`src/rtl/seven_seg_rx.sv`:
```
// Receive-side monitor for a scanned 7-segment bus: waits for each digit slot
// to settle, decodes it back to hex and emits a full 4-digit frame with a strobe.
module seven_seg_rx #(
  parameter int unsigned STABLE_CYCLES = 4
) (
  input  logic        clk,
  input  logic        rst,
  input  logic [3:0]  AN,
  input  logic [7:0]  SEGMENT,
  output logic [15:0] hex_value,
  output logic [3:0]  dp,
  output logic [3:0]  blank,
  output logic [3:0]  bad,
  output logic [31:0] raw_seg,
  output logic        frame_valid
);

  localparam int unsigned CNT_W = 8;

  typedef enum logic [1:0] {WAIT_AN, SETTLE, HOLD} state_t;

  state_t             state;
  logic [3:0]         an_q;
  logic [7:0]         seg_q;
  logic [3:0]         ref_an;
  logic [7:0]         ref_seg;
  logic [CNT_W-1:0]   cnt;
  logic [3:0]         seen;
  logic [31:0]        slot_raw;
  logic [15:0]        slot_nib;
  logic [3:0]         slot_dp;
  logic [3:0]         slot_blank;
  logic [3:0]         slot_bad;

  logic               an_valid_c;
  logic [1:0]         idx_c;
  logic               match_c;
  logic               entry_c;
  logic               settle_hit_c;
  logic               capture_c;
  logic [5:0]         dec_c;

  // Exactly one active-low enable selects a digit; anything else is idle/invalid.
  function automatic logic [2:0] an_index(input logic [3:0] an);
    case (an)
      4'b1110: an_index = 3'b100;
      4'b1101: an_index = 3'b101;
      4'b1011: an_index = 3'b110;
      4'b0111: an_index = 3'b111;
      default: an_index = 3'b000;
    endcase
  endfunction

  // Returns {bad, blank, nibble} for the g..a lines.
  function automatic logic [5:0] seg_decode(input logic [6:0] s);
    case (s)
      7'h40: seg_decode = 6'h00;
      7'h79: seg_decode = 6'h01;
      7'h24: seg_decode = 6'h02;
      7'h30: seg_decode = 6'h03;
      7'h19: seg_decode = 6'h04;
      7'h12: seg_decode = 6'h05;
      7'h02: seg_decode = 6'h06;
      7'h78: seg_decode = 6'h07;
      7'h00: seg_decode = 6'h08;
      7'h10: seg_decode = 6'h09;
      7'h08: seg_decode = 6'h0A;
      7'h03: seg_decode = 6'h0B;
      7'h46: seg_decode = 6'h0C;
      7'h21: seg_decode = 6'h0D;
      7'h06: seg_decode = 6'h0E;
      7'h0E: seg_decode = 6'h0F;
      7'h7F: seg_decode = 6'h10;
      default: seg_decode = 6'h20;
    endcase
  endfunction

  assign {an_valid_c, idx_c} = an_index(an_q);
  assign match_c      = ({an_q, seg_q} == {ref_an, ref_seg});
  assign entry_c      = an_valid_c && ((state == WAIT_AN) || !match_c);
  assign settle_hit_c = (state == SETTLE) && match_c &&
                        ((9'(cnt) + 9'd1) >= 9'(STABLE_CYCLES));
  assign capture_c    = settle_hit_c || (entry_c && (STABLE_CYCLES == 1));
  assign dec_c        = seg_decode(seg_q[6:0]);

  always_ff @(posedge clk) begin
    if (rst) begin
      state       <= WAIT_AN;
      an_q        <= 4'hF;
      seg_q       <= 8'hFF;
      ref_an      <= 4'hF;
      ref_seg     <= 8'hFF;
      cnt         <= '0;
      seen        <= '0;
      slot_raw    <= 32'hFFFF_FFFF;
      slot_nib    <= '0;
      slot_dp     <= '0;
      slot_blank  <= '0;
      slot_bad    <= '0;
      hex_value   <= '0;
      dp          <= '0;
      blank       <= '0;
      bad         <= '0;
      raw_seg     <= 32'hFFFF_FFFF;
      frame_valid <= 1'b0;
    end else begin
      an_q        <= AN;
      seg_q       <= SEGMENT;
      frame_valid <= 1'b0;

      // Settle tracking: reload on any change to a valid digit, drop out on invalid.
      if (entry_c) begin
        ref_an  <= an_q;
        ref_seg <= seg_q;
        cnt     <= CNT_W'(1);
        state   <= (STABLE_CYCLES == 1) ? HOLD : SETTLE;
      end else if ((state != WAIT_AN) && !match_c) begin
        state <= WAIT_AN;
      end else if (state == SETTLE) begin
        cnt <= cnt + CNT_W'(1);
        if (settle_hit_c) state <= HOLD;
      end

      for (int i = 0; i < 4; i++) begin
        if (capture_c && (idx_c == 2'(i))) begin
          slot_raw[8*i +: 8]   <= seg_q;
          slot_nib[4*i +: 4]   <= dec_c[3:0];
          slot_dp[i]           <= ~seg_q[7];
          slot_blank[i]        <= dec_c[4];
          slot_bad[i]          <= dec_c[5];
        end
      end

      // A full mask is published one cycle after the completing capture.
      if (seen == 4'hF) begin
        hex_value   <= slot_nib;
        dp          <= slot_dp;
        blank       <= slot_blank;
        bad         <= slot_bad;
        raw_seg     <= slot_raw;
        frame_valid <= 1'b1;
      end
      seen <= ((seen == 4'hF) ? 4'h0 : seen) |
              (capture_c ? (4'b0001 << idx_c) : 4'h0);
    end
  end

endmodule

```
`config.mk`:
```
export PLATFORM = sky130hd
export DESIGN_NAME = seven_seg_rx
export DESIGN_NICKNAME = d
export VERILOG_FILES = /design/src/rtl/seven_seg_rx.sv
export SDC_FILE = /design/constraint.sdc
export NUM_CORES = 1
export LEC_CHECK = 0
export ABC_AREA = 1
export CAP_MARGIN = 25
export CORE_ASPECT_RATIO = 0.75
export CORE_MARGIN = 10
export CORE_UTILIZATION = 56
export DETAILED_ROUTE_END_ITERATION = 10
export PLACE_DENSITY = 0.8
export SLEW_MARGIN = 20
export SYNTH_ARGS = -nofsm -noshare
export SYNTH_HDL_FRONTEND = slang
export SYNTH_SLANG_ARGS = --single-unit
```
`constraint.sdc`:
```
create_clock -name clk -period 1.9 [get_ports clk]
set_input_delay 0.38 -clock clk [delete_from_list [all_inputs] [get_ports clk]]
set_output_delay 0.38 -clock clk [all_outputs]
set_load 0.01 [all_outputs]
```
======== Word level (Yosys, flattened, before mapping) ========
Cells that the tools add are included.
W data, S select, Z words.
cells by class
  reduce and logical (&&, ||, !) cells .... 23
  equality and inequality tests ........... 27
  multiplexer cells ....................... 12
  bitwise logic cells ..................... 3
  shifts and indexed selects .............. 1
  add/subtract/negate cells ............... 2
  order comparisons ....................... 1
operator list
  operator               number
  $pmux W6 S17           1
  $eq A7 B7 Y1 const B   5
  $eq A7 B5 Y1 const B   3
  $eq A7 B6 Y1 const B   3
  $eq A4 B4 Y1 const B   4
  $eq A7 B2 Y1 const B   2
  $eq A7 B4 Y1 const B   2
  $eq A12 B12 Y1         1
  $pmux W3 S4            1
  $add A8 B1 Y9 const B  1
  $ge A9 B3 Y1 const B   1
  $add A8 B1 Y8 const B  1
  $logic_and A1 B1 Y1    8
  $mux W1                8
  $mux W4                2
  $reduce_and A2 Y1      4
  $eq A7 B3 Y1 const B   1
  $logic_not A7 Y1       1
  $reduce_bool A3 Y1     2
  $eq A2 B1 Y1 const B   2
  $eq A2 B2 Y1 const B   2
  $eq A4 B3 Y1 const B   1
  $logic_not A2 Y1       2
  $or A4 B4 Y4           1
  8 further kinds        10
word-level totals
  bits of input ports ..................... 14
  flip-flop bits (word level) ............. 159

======== Longest topological paths before layout ========
  word-level depth ........................ 7
  gate-level depth with buffers ........... 14
  mapped depth without buffers ............ 13

======== Least setup slack after synthesis ========
OpenSTA, ideal clock, no wires.
  path kind ............................... reg-to-reg
  from .................................... reg cnt[0]
  to ...................................... reg slot_nib[12]
  stages on the path, launching flop included .. 14
  slack ................................... 178 ps
  clock period less this slack ............ 1,722 ps
  arrival ................................. 1,609 ps
  library setup time ...................... 113 ps
  required time ........................... 1,787 ps
  cells stage by stage .................... dfxtp_1 -> ha_1 -> nand2_1 -> inv_1 -> nand3_1 -> nand2_1 -> nand3_1 -> nor2_1 -> nand2_4 -> nand3_2 -> buf_6 -> nand2_1 -> nand2_1 -> nor2_1
on the way
  longest elaborated chain between the ends .. 4
ends and longest elaborated chain
  element                          line  RTL
  from (decl)                      27    logic [CNT_W-1:0] cnt;
  from (signal assigned)           120   cnt <= cnt + CNT_W'(1);
  $add A8 B1 Y9                    82    ((9'(cnt) + 9'd1) >= 9'(STABLE_CYCLES));
  $ge A9 B3 Y1                     82
  $logic_and A1 B1 Y1              81    assign settle_hit_c = (state == SETTLE) && match_c &&
  $logic_and A1 B1 Y1              125   if (capture_c && (idx_c == 2'(i))) begin
  to (signal, indexed assignment)  127   slot_nib[4*i +: 4] <= dec_c[3:0];
  to (decl)                        30    logic [15:0] slot_nib;
No other way between the ends.
A chain may end at the register's enable or synchronous reset.

======== Worst setup path after layout ========
  from .................................... reg cnt[1]
  to ...................................... reg slot_raw[18]
on the way
  longest elaborated chain between the ends .. 4
ends and longest elaborated chain
  element                          line  RTL
  $add A8 B1 Y9                    82
  $ge A9 B3 Y1                     82
  $logic_and A1 B1 Y1              81
  $logic_and A1 B1 Y1              125
  to (signal, indexed assignment)  126   slot_raw[8*i +: 8] <= seg_q;
  to (decl)                        29    logic [31:0] slot_raw;
No other way between the ends.

==> impl_metrics.ini <==
[outcome]
status = finished, violations left
violations = setup timing

[detailed_routing]
via_count = 5874
drt-total-wl_mm = 15.8
drt_first_pass_iters = 6
drtIter0Drc = 460
drc = 0
antenna_left = 0
wl_per_cell_um = 14.0
viasPerCell = 5.21

[logic_synthesis]
seq_area_frac_synth_pct = 49.1
synthTopCellsByArea = dfxtp_1 49%, nand2_1 16%, nand3_1 6.6%
synth_top_area_share_pct = 49.1
synthCells = 885
async_reset_ff_share_pct = 0
syn_area_per_cell_um2 = 7.33
synthFlopType = dfxtp_1
synth_seq_cells = 159
synth.distinct_cells = 32
ys.warnings.count = 0
syn-num-nets = 901
synth_area_um2 = 6490
synth-edff-count = 0
synth_largest_area_cell = dfxtp_1

[placed_design]
dp.cells = 1091
pre_cts_ws_ns = -0.0181
routabilityCongestion = 0.885
port_buffers = 74
dp_hpwl_mm = 10.4

[die]
io_pins = 75
dieArea_um2 = 16300
initial_core_util_pct = 58.4
coreArea_um2 = 11100
rows = 33
dieWidth_um = 144
dieHeight_um = 113

[worst_setup_path]
reg2reg_depth = 13
cp_max_fo = 8
worstSetupPathType = reg2reg
endpoint_kind = register
worst_ep_arrival_time_ns = 2.24
r2r_start = cnt[1]
r2r-end = slot_raw[18]
rrSetupSlack_ns = -0.04
cp.required_ns = 2.21
cp-start-kind = register

[timing]
worst_pin_slew_ns = 0.482
finalClockSkew_ns = 0.00978
period_minus_slack_ns = 1.94
finalSetupViolations = 17
min_period_over_period_pct = 102
tns_ns = -0.402
layout_setup_ws_ns = -0.0389
holdWs_ns = 0.448
relSlewSlack_pct = 67.6
maxSlewViolCount = 0
timing.fmax_mhz = 516
rsz0062_at_grt = true
hold_viol = 0

[pwr]
pwr-share-seq_pct = 46.5
power.share.clock_pct = 47.2
internal_power_w = 0.00558
p_comb_share_pct = 6.3
power.switching_w = 0.00181
power.density_nw_per_um2 = 894
switching_share_pct = 24.5
static-leakage-power_nw = 4.02
peakVddDrop_mv = 0.656

[cts]
clock-sinks = 159
postCtsHoldBufs = 0
clk_path_buf_depth = 2
htreeDepth = 4
clk_latency_ns = 0.43
clkTransAtPathRegs_ns = 0.07
cts_tree = yes
cts_buffers = 17
cts-root-buf = clkbuf_16

[min_path]
hp-start = slot_blank[2]
hold-path-cell-count = 2
hp-class = reg2reg
holdPathEnd = blank[2]

[finish]
syn_to_final_growth_pct = 27.5
diodes = 0
drive_above_1_share_pct = 13.7
utilization_pct = 74.5
fin_cells = 1127
final_nets = 990

[global_route]
grt_pass1_wl_mm = 25.8
track_usage_pct = 19.2
grt_max_degree = 63
grt_pass1_vias = 5454
antenna_found_initial = 0
grt_overflow_total = 0

[run]
drv_cap = 0
[metrics by stage]
stage	instance area (µm²)	total power, W
after floorplan	6490	0.00381
after global placement	7490	0.00394
after detailed placement	7490	0.00395
after CTS	8110	0.00741
after global routing	8270	0.00765
final	8270	0.00739
[state kept, by name, indices dropped and copies added, names as in the netlist, 8 cells and up]
name	cells
raw_seg	32
slot_raw	32
hex_value	16
slot_nib	16
cnt	8
ref_seg	8
seg_q	8
[worst max-delay path: stages (launching register included)]
cell and delay (ns):
dfxtp_4 0.37, ha_4 0.19, nand2_4 0.07, inv_4 0.05
nand3_4 0.06, nand2_2 0.08, nor2_2 0.10, nand2_1 0.08
nor2_2 0.17, nand2_4 0.13, nand3_4 0.17, clkinvlp_4 0.18
nand2_1 0.10, nand3_1 0.06
[cell usage after synthesis, drive strengths merged (3+ instances only)]
cell,n
nand3,91
xnor2,3
buf,18
o21ai,36
nor2,87
nand4,13
clkbuf,30
o211ai,13
nor3,6
a21oi,34
inv,87
dfxtp,159
nand2,280
or2,12
o21bai,7
[worst max path at each step]
| stage | slack, ns | end | cells after the start | start |
|---|---|---|---|---|
| 2_1_floorplan | 0.18 | slot_nib[12] | 13 | cnt[0] |
| 4_1_cts | 0.008 | slot_bad[3] | 12 | cnt[0] |
| 3_5_place_dp | -0.02 | slot_nib[13] | 13 | cnt[1] |
| 3_3_place_gp | 0.06 | slot_nib[13] | 13 | cnt[1] |
| 6_report | -0.04 | slot_raw[18] | 13 | cnt[1] |
| 5_1_grt | -0.17 | slot_raw[19] | 12 | cnt[1] |
[area by class of cell]
class / instances / area (µm²)
Sequential cell: 159 / 3200
Clock inverter: 14 / 171
Inverter: 88 / 342
Timing Repair Buffer: 118 / 1120
Fill cell: 824 / 2840
Clock buffer: 18 / 439
Tap cell: 140 / 175
Multi-Input combinational cell: 590 / 2830
[routing by layer]
layer	vias up	GRT usage (%)	routed length, µm
li1	2972	-	-
met1	2674	24.6	6880
met2	198	30.9	7370
met3	30	4.60	1230
met4	0	6.65	268
met5	-	0	0
[power by group through the flow]
stage	clock, W	sequential, W	combinational (W)
global placement	0	0.00351	0.000436
global route	0.00368	0.00344	0.000528
CTS	0.00352	0.00343	0.000451
detailed placement	0	0.00351	0.000444
floorplan	0	0.00349	0.000319
finish	0.00349	0.00344	0.000466
[cells in the final DEF, fill, tap and decap left out, drive strengths merged, types with 7 or more instances in the layout]
cell / n
nor2: 87
a21oi: 34
inv: 92
nand2: 280
o211ai: 13
o21ai: 36
nand3: 91
o21bai: 7
buf: 44
clkdlybuf4s50: 74
dfxtp: 159
or2: 12
clkbuf: 18
nand4: 13
[kinds of logic after synthesis]
family | Yosys count | share of synthesized area [%]
fa+ha+maj | 2 | 0.386
xor+xnor | 5 | 0.675
buf+inv | 136 | 8.99
compound gates | 93 | 8.08
flops | 159 | 49.1
simple gates | 490 | 32.8
[repair_timing]
item,in CTS,in global routing
setup endpoints to repair,58,71
endpoints found under the hold margin,0,0
buffers inserted,0,4
pin swaps,0,15
resized for setup,5,37
gates cloned,0,0
(Power assumes the default switching activity.)
